`config.mk`:
```
export PLATFORM = sky130hd
export DESIGN_NAME = gen_rr_arb
export DESIGN_NICKNAME = d
export VERILOG_FILES = /design/src/rtl/gen_rr_arb.sv
export SDC_FILE = /design/constraint.sdc
export NUM_CORES = 1
export LEC_CHECK = 0
export CAP_MARGIN = 20
export CORE_MARGIN = 8
export CORE_UTILIZATION = 42
export DETAILED_ROUTE_END_ITERATION = 12
export GPL_TIMING_DRIVEN = 0
export PLACE_DENSITY = 0.79
export SLEW_MARGIN = 25
export SYNTH_ARGS = -nofsm -noshare
export SYNTH_HDL_FRONTEND = slang
export SYNTH_SLANG_ARGS = --single-unit
```
`constraint.sdc`:
```
create_clock -name clk -period 2 [get_ports clk]
set_input_delay 0.4 -clock clk [delete_from_list [all_inputs] [get_ports clk]]
set_output_delay 0.4 -clock clk [all_outputs]
set_load 0.01 [all_outputs]
```
`src/rtl/gen_rr_arb.sv`:
```
`default_nettype none
// +----------------------------------------------------------------------------+
// | Module   : gen_rr_arb (with gen_enc_top one-hot encoder)                   |
// | Brief    : Round-robin arbiter with grant lock and optional hold limit.    |
// | Revision : 1.0 - initial release                                           |
// +----------------------------------------------------------------------------+

module gen_enc_top #(
  parameter int N = 4,
  parameter int W = 2
) (
  input  logic [N-1:0] i_oh,
  output logic [W-1:0] o_idx
);

  always_comb begin
    o_idx = '0;
    for (int i = 0; i < N; i++) begin
      if (i_oh[i]) o_idx = o_idx | W'(i);
    end
  end

endmodule

module gen_rr_arb #(
  parameter  int N_REQ    = 4,
  parameter  int MAX_HOLD = 0,
  localparam int IDX_W    = $clog2(N_REQ)
) (
  input  logic             clk,
  input  logic             rst_n,
  input  logic [N_REQ-1:0] req,
  output logic [N_REQ-1:0] gnt,
  output logic             gnt_vld,
  output logic [IDX_W-1:0] gnt_idx,
  output logic             gnt_frc
);

  typedef enum logic [0:0] {
    ST_IDLE = 1'b0,
    ST_BUSY = 1'b1
  } state_t;

  state_t           r_state;
  logic [N_REQ-1:0] r_gnt;
  logic             r_vld;
  logic             r_frc;
  logic [IDX_W-1:0] r_ptr;

  logic [IDX_W-1:0] w_own;
  logic [IDX_W-1:0] w_own_nxt;
  logic [IDX_W-1:0] w_base;
  logic [IDX_W-1:0] w_off;
  logic [IDX_W-1:0] w_win_idx;
  logic [IDX_W:0]   w_sum;
  logic [N_REQ-1:0] w_rot;
  logic [N_REQ-1:0] w_win_oh;
  logic             w_win_vld;
  logic             w_busy;
  logic             w_expiry;
  logic             w_release;

  gen_enc_top #(
    .N (N_REQ),
    .W (IDX_W)
  ) u_enc (
    .i_oh  (r_gnt),
    .o_idx (w_own)
  );

  assign w_busy    = (r_state == ST_BUSY);
  assign w_own_nxt = (w_own == IDX_W'(N_REQ - 1)) ? '0 : w_own + 1'b1;

  // A releasing owner searches from owner+1 in the same edge, so the new ptr is used directly.
  assign w_base = w_busy ? w_own_nxt : r_ptr;
  assign w_rot  = N_REQ'({req, req} >> w_base);

  always_comb begin
    w_win_vld = 1'b0;
    w_off     = '0;
    for (int k = N_REQ - 1; k >= 0; k--) begin
      if (w_rot[k]) begin
        w_win_vld = 1'b1;
        w_off     = IDX_W'(k);
      end
    end
  end

  assign w_sum     = {1'b0, w_base} + {1'b0, w_off};
  assign w_win_idx = (w_sum >= (IDX_W+1)'(N_REQ)) ? IDX_W'(w_sum - (IDX_W+1)'(N_REQ))
                                                  : IDX_W'(w_sum);
  assign w_win_oh  = {{(N_REQ-1){1'b0}}, 1'b1} << w_win_idx;
  assign w_release = w_busy && (!req[w_own] || w_expiry);

  generate
    if (MAX_HOLD > 0) begin : g_hold
      localparam int HCW = $clog2(MAX_HOLD + 1);
      localparam logic [HCW-1:0] c_last = HCW'(MAX_HOLD - 1);
      logic [HCW-1:0] r_hold;

      always_ff @(posedge clk or negedge rst_n) begin
        if (!rst_n) begin
          r_hold <= '0;
        end else if (!w_busy || w_release) begin
          r_hold <= '0;
        end else if (r_hold != {HCW{1'b1}}) begin
          r_hold <= r_hold + 1'b1;
        end
      end

      assign w_expiry = w_busy && (r_hold == c_last);
    end else begin : g_no_hold
      assign w_expiry = 1'b0;
    end
  endgenerate

  always_ff @(posedge clk or negedge rst_n) begin
    if (!rst_n) begin
      r_state <= ST_IDLE;
      r_gnt   <= '0;
      r_vld   <= 1'b0;
      r_frc   <= 1'b0;
      r_ptr   <= '0;
    end else begin
      r_frc <= w_expiry;
      if (!w_busy || w_release) begin
        if (w_busy) r_ptr <= w_own_nxt;
        r_gnt   <= w_win_vld ? w_win_oh : '0;
        r_vld   <= w_win_vld;
        r_state <= w_win_vld ? ST_BUSY : ST_IDLE;
      end
    end
  end

  assign gnt     = r_gnt;
  assign gnt_vld = r_vld;
  assign gnt_idx = w_own;
  assign gnt_frc = r_frc;

endmodule
`default_nettype wire

```
==> results of run 1 <==
[placed cells by master (no fill, tap or decap), types with 2 or more instances in the layout]
cell type,instances
a21oi_1,3
and2b_1,2
buf_4,6
clkbuf_4,3
clkdlybuf4s50_1,10
dfrtp_1,3
dfrtp_2,4
dlymetal6s2s_1,2
inv_1,3
mux2_2,2
nand2_1,5
nand2b_1,2
nor2b_1,2
o21ai_0,6
o21ai_1,4
or2_2,2
[registers in the layout (all words and copies together) (netlist names)]
signal   cells
gnt          4
r_ptr        2
r_state      1
[worst max-delay path by stage]
stage	endpoint	slack, ns
after floorplan	gnt[1]$_DFFE_PN0P_	0.01
after global placement	r_ptr[0]$_DFFE_PN0P_	-0.24
after detailed placement	gnt[0]$_DFFE_PN0P_	-0.30
after CTS	gnt[0]$_DFFE_PN0P_	-0.09
after global routing	gnt[0]$_DFFE_PN0P_	-0.19
final	gnt[0]$_DFFE_PN0P_	-0.07
[layer usage]
| layer | up-vias | wire [µm] |
|---|---|---|
| met3 | 2 | 79 |
| met5 | - | 0 |
| met1 | 256 | 616 |
| met2 | 18 | 680 |
| li1 | 284 | - |
| met4 | 0 | 25 |
[worst reg2reg max path, stage by stage (launching register included)]
cell     delay [ns]
dfrtp_2        0.45
buf_4          0.15
inv_1          0.06
a31o_2         0.20
o21ai_1        0.08
a21oi_1        0.17
o22a_1         0.16
ha_2           0.19
inv_2          0.05
a21oi_2        0.11
a32oi_2        0.08
o31ai_1        0.28
[through the flow]
stage	util (%)	total power [mW]	instances	area, µm²	hold slack (ns)
global placement	56.1	0.883	93	729	0.465
finish	62.6	1.12	101	815	0.394
global route	62.6	1.21	101	815	0.423
floorplan	-	0.695	66	591	0.104
CTS	60.2	1.09	99	783	0.406
detailed placement	56.1	0.899	93	729	0.504
[cells by family (layout without fill, tap and decap cells)]
kind of cell             Yosys count  in the layout  synth area share [%]
other                              1              1                 0.647
AO/OA/AOI/OAI                     27             27                  33.7
buffers and inverters              6             26                  4.75
adder cells (fa/ha/maj)            1              1                  2.16
multiplexers                       3              3                  5.62
XOR/XNOR                           1              1                  1.51
AND/OR/NAND/NOR                   20             20                  21.4
flip-flops                         7              7                  30.2
[where the power goes]
part / internal, mW / switching, mW / leakage, nW / total [mW]
clock: 0.0763 / 0.0538 / 0.0150 / 0.130
sequential: 0.194 / 0.0452 / 0.0810 / 0.240
combinational: 0.396 / 0.355 / 0.260 / 0.751
[cell type report]
cell class	count	share of cell area (%)
Inverter	4	1.84
Buffer	1	0.922
Sequential cell	7	22.1
Clock buffer	4	3.23
Tap cell	15	2.30
Timing Repair Buffer	17	20.0
Multi-Input combinational cell	53	49.6
[repair_timing]
action / CTS / global route
gates resized for setup: 4 / 8
endpoints found under the hold margin: 0 / 0
buffers inserted: 2 / 3
gates cloned: 0 / 0
setup endpoints to repair: 4 / 7
pin swaps: 1 / 8
==> key figures, run 1 <==
Run status
  • Run status: complete, but fails checks
  • Failing checks: setup timing

Detailed routing
  • Via count: 560
  • Drt drc: 0
  • DRT Pass-1 Iters: 4
  • Final ANT Viol Nets: 0
  • WL final: 1.40 mm
  • Detailed Route Iter0 Violations: 9
  • Wire length per cell: 13.9 µm
  • Vias per Instance: 5.54

Yosys
  • Asr flop ratio synth: 100%
  • Synth warn: 0
  • Synthesized netlist cell count: 66
  • Sequential area share after synthesis: 30.2%
  • Syn_area_per_cell: 8.78 µm²
  • Synth top area cells: dfrtp_1, o21ai_0, mux2_2
  • Synthesized flop and latch total: 7
  • Synth cell types: 35
  • Post-Syn Nets: 73
  • Most common cell in the netlist: o21ai_0
  • Mapped Area: 579 µm²
  • Top FF cell, synth: dfrtp_1
  • Leading area contributor after synthesis: dfrtp_1
  • EDFF count, synth: 0
  • Synth top cells by count: o21ai_0, dfrtp_1, nand2_1
  • Synth top area share: 30.2%

Setup path
  • Worst endpoint required time: 2.16 ns
  • Stages on worst setup path: 11
  • Critical Path Max Stage Delay: 0.45 ns
  • Worst Setup SP: gnt[3]$_DFFE_PN0P_
  • Worst path slowest cell: dfrtp_2
  • CP endpoint kind: register
  • Critical R2R Capture: gnt[0]$_DFFE_PN0P_
  • Cell breakdown of the critical path: buf_4 > inv_1 > a31o_2 > o21ai_1 > a21oi_1 > o22a_1 > ha_2 > inv_2 > a21oi_2 > a32oi_2 > o31ai_1
  • Peak fanout along the critical path: 7
  • CP delay by family, top: compound AO/OA/AOI/OAI gates
  • FF-to-FF path depth: 11
  • Worst setup SP type: register
  • CP Buf/Inv Count: 3
  • Type of the worst setup path: reg2reg
  • Worst EP arrival: 2.23 ns
  • RR Startpoint: gnt[3]$_DFFE_PN0P_
  • Worst R2R Setup Slack: -0.07 ns

Pwr
  • Pwr/cell area: 1380 mW/mm²
  • Leakage: 0.356 nW
  • Peak supply drop: 0.000812 V

Final layout
  • Synth-to-Final Area Change: 40.6%
  • Fillers: 116
  • Final nets: 94
  • Antenna cells: 0
  • Seq. cell area: 180 µm²
  • Multi-input logic area: 404 µm²
  • Share of post-route cells with drive strength above 1: 31.4%

Clock tree
  • Skew-Pair Late Insertion Delay: 0.26 ns
  • CTS Buf Count: 3
  • Worst-path clk slew: 0.06 ns
  • Root buffer cell: clkbuf_4
  • TritonCTS clock tree: done
  • Cts hold-fix bufs: 0
  • Clock Tree Buf Depth: 2
  • Clock sinks: 7
  • H-tree levels: 1

Global route
  • M2 GR Usage: 19.3%
  • Largest net degree at the start of global routing: 11
  • Gr busiest metal: met2
  • Remaining global-route overflow: 0
  • Vias in the first global route: 571
  • Global-route wire length before repair: 2.42 mm
  • Routing usage on met1: 12.6%
  • Met3 Usage GRT: 5.04%
  • Gr usage total: 11.7%
  • Initial antenna violation count: 0

STA
  • Clock skew: 0.00892 ns
  • Post-Route Setup TNS: -0.189 ns
  • Fin. Hold Viols: 0
  • Final setup margin: -0.0722 ns
  • Slew Limit Fails: 0
  • RSZ-0062 raised after global routing: yes
  • FMAX: 483 MHz
  • Final setup viols: 4
  • Fin crit share: 104%
  • Period minus WS final: 2.07 ns

Place
  • Dpl ws: -0.297 ns
  • Placer Congestion: 0.873
  • Dpl hpwl: 1.06 mm
  • I/O Buffers: 12

Die
  • Core area: 0.00130 mm²
  • Die Width: 53.1 µm
  • Ports: 14
  • Die H: 53.1 µm
  • Row count: 13
  • Die area: 0.00282 mm²
  • Initial Utilization: 44.5%

Worst hold path
  • Min-Delay Path Class: in2async

Job
  • Maxcap violations: 0
(Power assumes the default switching activity.)
==> run 2: changes to the inputs <==
--- a/config.mk
+++ b/config.mk
@@ -6,12 +6,13 @@
 export NUM_CORES = 1
 export LEC_CHECK = 0
 export CAP_MARGIN = 20
-export CORE_MARGIN = 8
-export CORE_UTILIZATION = 42
+export CORE_AREA = 8 8 45 47
 export DETAILED_ROUTE_END_ITERATION = 12
+export DIE_AREA = 0 0 53 55
 export GPL_TIMING_DRIVEN = 0
-export PLACE_DENSITY = 0.79
+export PLACE_DENSITY = 0.76
 export SLEW_MARGIN = 25
 export SYNTH_ARGS = -nofsm -noshare
 export SYNTH_HDL_FRONTEND = slang
+export SYNTH_HIERARCHICAL = 1
 export SYNTH_SLANG_ARGS = --single-unit
==> run 2 against run 1 <==
Against the previous run:
- area after synthesis fell by 12%
- the run still ends with setup timing left
- critical endpoint is now gnt[2]$_DFFE_PN0P_
- die area up 3.2%
- global-route usage down 0.78 points
- via count shrank 17%
- worst setup slack got worse by 0.30 ns
- routed wire length grew 1.2%
==> key figures, run 2 <==
Final layout
  • Largest register FFs: 4 (unchanged)
  • Share of post-route cells with drive strength above 1: 43.7% (+12 points)
  • Post-Layout Cell Count: 87 (-14%)
  • Most frequent cells in the layout: clkdlybuf4s50_1, dfrtp_1, buf_4
  • Antenna cells: 0 (unchanged)
  • Commonest non-fill, non-tap cell in the layout: clkdlybuf4s50_1
  • Core Util, Final: 58.8% (-3.8 points)
  • Synth-to-Final Area Change: 59.3%
  • Final nets: 80 (-15%)

Place
  • Placed cell count: 79 (-15%)
  • I/O Buffers: 11 (-1)
  • Dpl ws: -0.438 ns (-0.140 ns)
  • Dpl hpwl: 983 µm (-7.5%)
  • Placer Congestion: 0.763 (-13%)

Die
  • Die Width: 53 µm (-0.26%)
  • Die area: 0.00292 mm² (+3.2%)
  • Ports: 14 (unchanged)
  • Row count: 14 (+1)
  • Die H: 55 µm (+3.5%)
  • Core area: 0.00138 mm² (+6.3%)
  • Initial Utilization: 36.9% (-7.6 points)

Detailed routing
  • DRT Pass-1 Iters: 3 (-1)
  • WL final: 1.42 mm (+1.2%)
  • Final ANT Viol Nets: 0 (unchanged)
  • Drt drc: 0 (unchanged)
  • Detailed Route Iter0 Violations: 4 (-5)
  • Wire length per cell: 16.3 µm (+17%)
  • Vias per Instance: 5.34 (-3.6%)
  • Via count: 465 (-17%)

Clock tree
  • Clock Tree Buf Depth: 2 (unchanged)
  • H-tree levels: 1 (unchanged)
  • Skew-Pair Late Insertion Delay: 0.24 ns (-0.02 ns)
  • Worst-path clk slew: 0.05 ns (about the same)
  • Root buffer cell: clkbuf_4
  • Cts hold-fix bufs: 0 (unchanged)
  • TritonCTS clock tree: done
  • CTS Buf Count: 3 (unchanged)
  • Clock sinks: 7 (unchanged)

Pwr
  • Total power: 1.61 mW (+43%)
  • Pwr/cell area: 1970 mW/mm² (+43%)
  • Peak supply drop: 0.000934 V (+15%)
  • Leakage: 0.330 nW (-7.4%)

Setup path
  • Critical R2R Capture: gnt[2]$_DFFE_PN0P_
  • Worst endpoint required time: 2.14 ns (-0.02 ns)
  • Worst setup SP type: register
  • Worst EP arrival: 2.52 ns (+0.29 ns)
  • Peak fanout along the critical path: 4 (-3)
  • Worst path slowest cell: dfrtp_1
  • Worst R2R Setup Slack: -0.38 ns (-0.30 ns)
  • RR Startpoint: gnt[3]$_DFFE_PN0P_
  • Cell breakdown of the critical path: or2_4 > ha_4 > mux2i_4 > buf_6 > maj3_2 > a311oi_4 > xnor2_4 > o41ai_2
  • FF-to-FF path depth: 8 (-3)
  • CP endpoint kind: register
  • Critical Path Max Stage Delay: 0.40 ns (-0.05 ns)
  • Type of the worst setup path: reg2reg

Yosys
  • Main combinational cell family by area after synthesis: compound AO/OA/AOI/OAI gates
  • Compound-Gate Fraction of Synth Area: 21.3% (-12 points)
  • Asr flop ratio synth: 100% (unchanged)
  • Top FF cell, synth: dfrtp_1
  • Most common cell in the netlist: dfrtp_1
  • Synthesized netlist cell count: 52 (-21%)
  • Mapped Area: 510 µm² (-12%)
  • Synth top cells by count: dfrtp_1, nand2_1, nor2_1, nor2b_1
  • Simple-Gate Fraction of Synth Area: 19.4% (-2.0 points)
  • Sequential area share after synthesis: 34.3% (+4.1 points)
  • Post-Syn Nets: 60 (-18%)
  • Synthesized flop and latch total: 7 (unchanged)
  • Synth top area cells: dfrtp_1, ha_1, mux2_2
  • Synth Area in Adders: 7.11% (+4.9 points)
  • Post-synthesis xor/xnor area fraction: 1.72% (+0.20 points)
  • Synth warn: 6 (+6)
  • Synth cell types: 32 (-8.6%)
  • Syn_area_per_cell: 9.82 µm² (+12%)
  • Mux contribution to synthesized area: 10.8% (+5.2 points)
  • Leading area contributor after synthesis: dfrtp_1
  • Synth top area share: 34.3% (+4.1 points)
  • EDFF count, synth: 0 (unchanged)

STA
  • Final setup viols: 4 (unchanged)
  • Fin Hold WS: 0.418 ns (+0.0235 ns)
  • Rel. slew slack: 41.2%
  • Final setup margin: -0.375 ns (-0.303 ns)
  • Fin crit share: 119% (+15 points)
  • Slew Limit Fails: 0 (unchanged)
  • Slew @ Worst Pin: 0.874 ns
  • FMAX: 421 MHz (-13%)
  • Clock skew: 0.00447 ns (-0.00445 ns)
  • RSZ-0062 raised after global routing: yes
  • Period minus WS final: 2.38 ns (+0.303 ns)
  • Fin. Hold Viols: 0 (unchanged)

Global route
  • Remaining global-route overflow: 0 (unchanged)
  • Gr usage total: 10.9% (-0.78 points)
  • Initial antenna violation count: 0 (unchanged)
  • Global-route wire length before repair: 2.31 mm (-4.5%)
  • Largest net degree at the start of global routing: 10 (-1)
  • Vias in the first global route: 497 (-13%)

Worst hold path
  • Min-Delay Path Class: in2async

Job
  • Maxcap violations: 0 (unchanged)

Run status
  • Run status: complete, but fails checks
  • Failing checks: setup timing
==> run 2: final cells by class <==
| cell class | count | area (µm²) |
|---|---|---|
| buffer | 2 | 12.5 |
| clock buffer | 4 | 26.3 |
| fill | 128 | 571 |
| inverter | 2 | 7.51 |
| multi-input combinational | 40 | 418 |
| sequential | 7 | 175 |
| tap | 16 | 20.0 |
| timing repair buffer | 16 | 154 |
==> run 2: cells by family after synthesis <==
kind of cell | count (synthesis)
simple gates | 19
compound gates | 12
flops | 7
buf+inv | 5
mux | 4
fa+ha+maj | 3
other cells | 1
xor+xnor | 1
==> run 2: critical path, delay by kind of cell (launching register included) <==
| family | cells | cell delay (ns) |
|---|---|---|
| XOR/XNOR | 1 | 0.12 |
| adder cells (fa/ha/maj) | 2 | 0.59 |
| flip-flops | 1 | 0.40 |
| AND/OR/NAND/NOR | 1 | 0.28 |
| AO/OA/AOI/OAI | 2 | 0.66 |
| multiplexers | 1 | 0.08 |
| buffers and inverters | 1 | 0.14 |
==> run 2: worst max path at each step <==
stage / startpoint / endpoint / slack [ns] / cells past startpoint
finish: gnt[3]$_DFFE_PN0P_ / gnt[2]$_DFFE_PN0P_ / -0.38 / 8
global route: gnt[3]$_DFFE_PN0P_ / gnt[2]$_DFFE_PN0P_ / -0.49 / 10
CTS: gnt[3]$_DFFE_PN0P_ / gnt[2]$_DFFE_PN0P_ / -0.33 / 10
detailed placement: gnt[1]$_DFFE_PN0P_ / gnt[2]$_DFFE_PN0P_ / -0.44 / 10
global placement: gnt[1]$_DFFE_PN0P_ / gnt[2]$_DFFE_PN0P_ / -0.37 / 10
floorplan: gnt[1]$_DFFE_PN0P_ / gnt[2]$_DFFE_PN0P_ / -0.30 / 10
==> run 2: power breakdown <==
| group | switching, mW | internal, mW |
|---|---|---|
| Clock | 0.0453 | 0.0757 |
| Sequential | 0.0368 | 0.200 |
| Combinational | 0.557 | 0.690 |
| Total | 0.639 | 0.966 |
==> run 2: per-stage QoR <==
step	instance area, µm²	TNS, ns
2_1_floorplan	551	-1.06
6_report	813	-1.25
3_3_place_gp	681	-1.64
3_5_place_dp	681	-1.90
5_1_grt	813	-1.67
4_1_cts	797	-1.15
==> run 2: metal layers <==
layer | routed length [µm] | track usage (%) | vias to the layer above
met5 | 0 | 0 | -
met2 | 768 | 19.9 | 7
li1 | - | - | 227
met1 | 560 | 11.2 | 229
met3 | 84 | 3.21 | 2
met4 | 6 | 5.17 | 0
==> run 2: timing repair <==
item	4_1_cts	5_1_grt
hold endpoints to repair	0	0
cloned	0	0
setup buffers	5	0
pin swaps	4	2
gates resized for setup	10	5
endpoints found under the setup margin	4	5
==> run 3: changes to the inputs <==
--- a/config.mk
+++ b/config.mk
@@ -7,6 +7,7 @@
 export LEC_CHECK = 0
 export CAP_MARGIN = 20
 export CORE_AREA = 8 8 45 47
+export CTS_BUF_LIST = sky130_fd_sc_hd__clkbuf_8 sky130_fd_sc_hd__clkbuf_16
 export DETAILED_ROUTE_END_ITERATION = 12
 export DIE_AREA = 0 0 53 55
 export GPL_TIMING_DRIVEN = 0
==> run 3 against run 2 <==
Against the previous run:
- the run still ends with setup timing left
- combinational power about the same
- critical path type unchanged
- core utilization up 0.81 points
- global-route usage fell by 0.65 points
- via count increased by 0.22%
- first-iteration DRC count increased by 50%
- largest power group unchanged
==> key figures, run 3 (synthesized netlist as in run 2, its figures left out) <==
Pwr
  • Pwr/cell area: 2010 mW/mm² (+1.9%)
  • Total power: 1.66 mW (+3.3%)
  • Peak supply drop: 0.000940 V (+0.66%)
  • Leakage: 0.336 nW (+2.0%)

Detailed routing
  • Wire length per cell: 16.1 µm (-1.3%)
  • Detailed Route Iter0 Violations: 6 (+2)
  • Final ANT Viol Nets: 0 (unchanged)
  • Drt drc: 0 (unchanged)
  • WL final: 1.39 mm (-2.4%)
  • Via count: 466 (+0.22%)
  • Vias per Instance: 5.42 (+1.4%)
  • DRT Pass-1 Iters: 2 (-1)

Clock tree
  • Skew-Pair Late Insertion Delay: 0.22 ns (-0.02 ns)
  • H-tree levels: 1 (unchanged)
  • Root buffer cell: clkbuf_8
  • Worst-path clk slew: 0.04 ns (about the same)
  • CTS Buf Count: 3 (unchanged)
  • Clock Tree Buf Depth: 2 (unchanged)
  • Clock sinks: 7 (unchanged)
  • TritonCTS clock tree: done

STA
  • Clock skew: 0.000487 ns (-0.00398 ns)
  • Fin. Hold Viols: 0 (unchanged)
  • Final setup viols: 4 (unchanged)
  • Slew @ Worst Pin: 0.849 ns (-0.0254 ns)
  • Final setup margin: -0.371 ns (+0.00377 ns)
  • Slew Limit Fails: 0 (unchanged)
  • Period minus WS final: 2.37 ns (-0.00377 ns)
  • Rel. slew slack: 42.9% (+1.7 points)
  • Fin crit share: 119% (-0.19 points)
  • Post-Route Setup TNS: -1.20 ns (+0.0484 ns)
  • FMAX: 422 MHz (+0.16%)
  • Fin Hold WS: 0.438 ns (+0.0198 ns)
  • RSZ-0062 raised after global routing: yes

Setup path
  • Cell breakdown of the critical path: or2_4 > ha_4 > mux2i_4 > buf_6 > maj3_2 > a311oi_4 > xnor2_4 > o41ai_2
  • Peak fanout along the critical path: 4 (unchanged)
  • Worst Setup SP: gnt[3]$_DFFE_PN0P_
  • CP Buf/Inv Count: 1 (unchanged)
  • Worst EP arrival: 2.49 ns (-0.03 ns)
  • CP endpoint kind: register
  • Type of the worst setup path: reg2reg
  • Critical Path Max Stage Delay: 0.39 ns (about the same)
  • CP delay by family, top: compound AO/OA/AOI/OAI gates
  • Worst path slowest cell: dfrtp_1
  • Worst setup SP type: register
  • Worst endpoint required time: 2.12 ns (-0.02 ns)
  • RR Startpoint: gnt[3]$_DFFE_PN0P_

Die
  • Die area: 0.00292 mm² (unchanged)
  • Row count: 14 (unchanged)
  • Die Width: 53 µm (unchanged)
  • Initial Utilization: 36.9% (unchanged)
  • Core area: 0.00138 mm² (unchanged)
  • Die H: 55 µm (unchanged)
  • Ports: 14 (unchanged)

Final layout
  • Antenna cells: 0 (unchanged)
  • Core Util, Final: 59.6% (+0.81 points)
  • Most frequent cells in the layout: clkdlybuf4s50_1, dfrtp_1, buf_4
  • Post-Layout Cell Count: 86 (-1.1%)
  • Share of post-route cells with drive strength above 1: 42.9% (-0.80 points)
  • Design Area, Final: 825 µm² (+1.4%)
  • Commonest non-fill, non-tap cell in the layout: clkdlybuf4s50_1
  • Synth-to-Final Area Change: 61.5%
  • Final nets: 79 (-1.3%)
  • Fillers: 130 (+1.6%)
  • Largest register FFs: 4 (unchanged)

Global route
  • Gr busiest metal: met2
  • Initial antenna violation count: 0 (unchanged)
  • Largest net degree at the start of global routing: 10 (unchanged)
  • Routing usage on met1: 10.6% (-0.60 points)
  • Gr usage total: 10.2% (-0.65 points)
  • Met3 Usage GRT: 3.21% (unchanged)
  • M2 GR Usage: 18.4% (-1.6 points)
  • Remaining global-route overflow: 0 (unchanged)
  • Global-route wire length before repair: 2.18 mm (-5.7%)
  • Vias in the first global route: 472 (-5.0%)

Place
  • Dpl ws: -0.438 ns (unchanged)
  • Placed cell count: 79 (unchanged)
  • Placed Area: 681 µm² (unchanged)
  • I/O Buffers: 11 (unchanged)
  • Placer Congestion: 0.763 (unchanged)
  • Dpl hpwl: 983 µm (unchanged)

Job
  • Maxcap violations: 0 (unchanged)

Run status
  • Failing checks: setup timing
  • Run status: complete, but fails checks

Worst hold path
  • Min-Delay Path Class: in2async
==> run 3: cell count changes in the layout (fill, tap and decap cells not counted) <==
cell	before	now
clkbuf_1	1	0
buf_4	5	4
clkbuf_4	3	0
inv_1	2	3
clkbuf_8	0	3
==> run 3: layout make-up <==
class	instances	area [µm²]	share of cell area [%]
Multi-Input combinational cell	40	418	50.7
Sequential cell	7	175	21.2
Timing Repair Buffer	15	146	17.8
Clock buffer	3	41.3	5.01
Tap cell	16	20.0	2.43
Buffer	2	12.5	1.52
Inverter	2	7.51	0.910
Clock inverter	1	3.75	0.455
==> run 3: layer usage <==
layer / up-vias / share of wire [%] / wire [µm]
met5: - / 0 / 0
met4: 0 / 0.72 / 10
met3: 2 / 5.9 / 82
met2: 9 / 52 / 727
met1: 231 / 41 / 567
li1: 224 / - / -
==> run 3: power by group <==
| group | switching, mW | leakage (nW) | total (mW) | internal, mW |
|---|---|---|---|---|
| sequential | 0.0359 | 0.0849 | 0.237 | 0.201 |
| clock | 0.0573 | 0.0269 | 0.190 | 0.132 |
| combinational | 0.550 | 0.225 | 1.23 | 0.682 |
==> run 3: worst paths after layout <==
kind / end / slack [ns] / cells after the start
min in group clk: r_ptr[0]$_DFFE_PN0P_ / 0.49 / 1
hold / removal: gnt[3]$_DFFE_PN0P_ / 0.44 / 1
hold reg to reg: r_ptr[0]$_DFFE_PN0P_ / 0.49 / 1
setup / recovery: gnt[2]$_DFFE_PN0P_ / -0.37 / 8
setup reg to reg: gnt[2]$_DFFE_PN0P_ / -0.37 / 8
max in group asynchronous: r_ptr[1]$_DFFE_PN0P_ / 1.32 / 1
==> run 3: worst reg2reg max path, cell delays in order, from the launching register on <==
cell and delay [ns]:
dfrtp_1 0.39, or2_4 0.28, ha_4 0.28, mux2i_4 0.08
buf_6 0.14, maj3_2 0.32, a311oi_4 0.32, xnor2_4 0.12
o41ai_2 0.33
==> run 3: what timing repair did <==
action                                  CTS  global route
gates cloned                              0             0
pin swaps                                 4             2
gates resized for setup                   9             5
hold buffers                              0             0
endpoints found under the setup margin    5             5
buffers inserted                          4             0
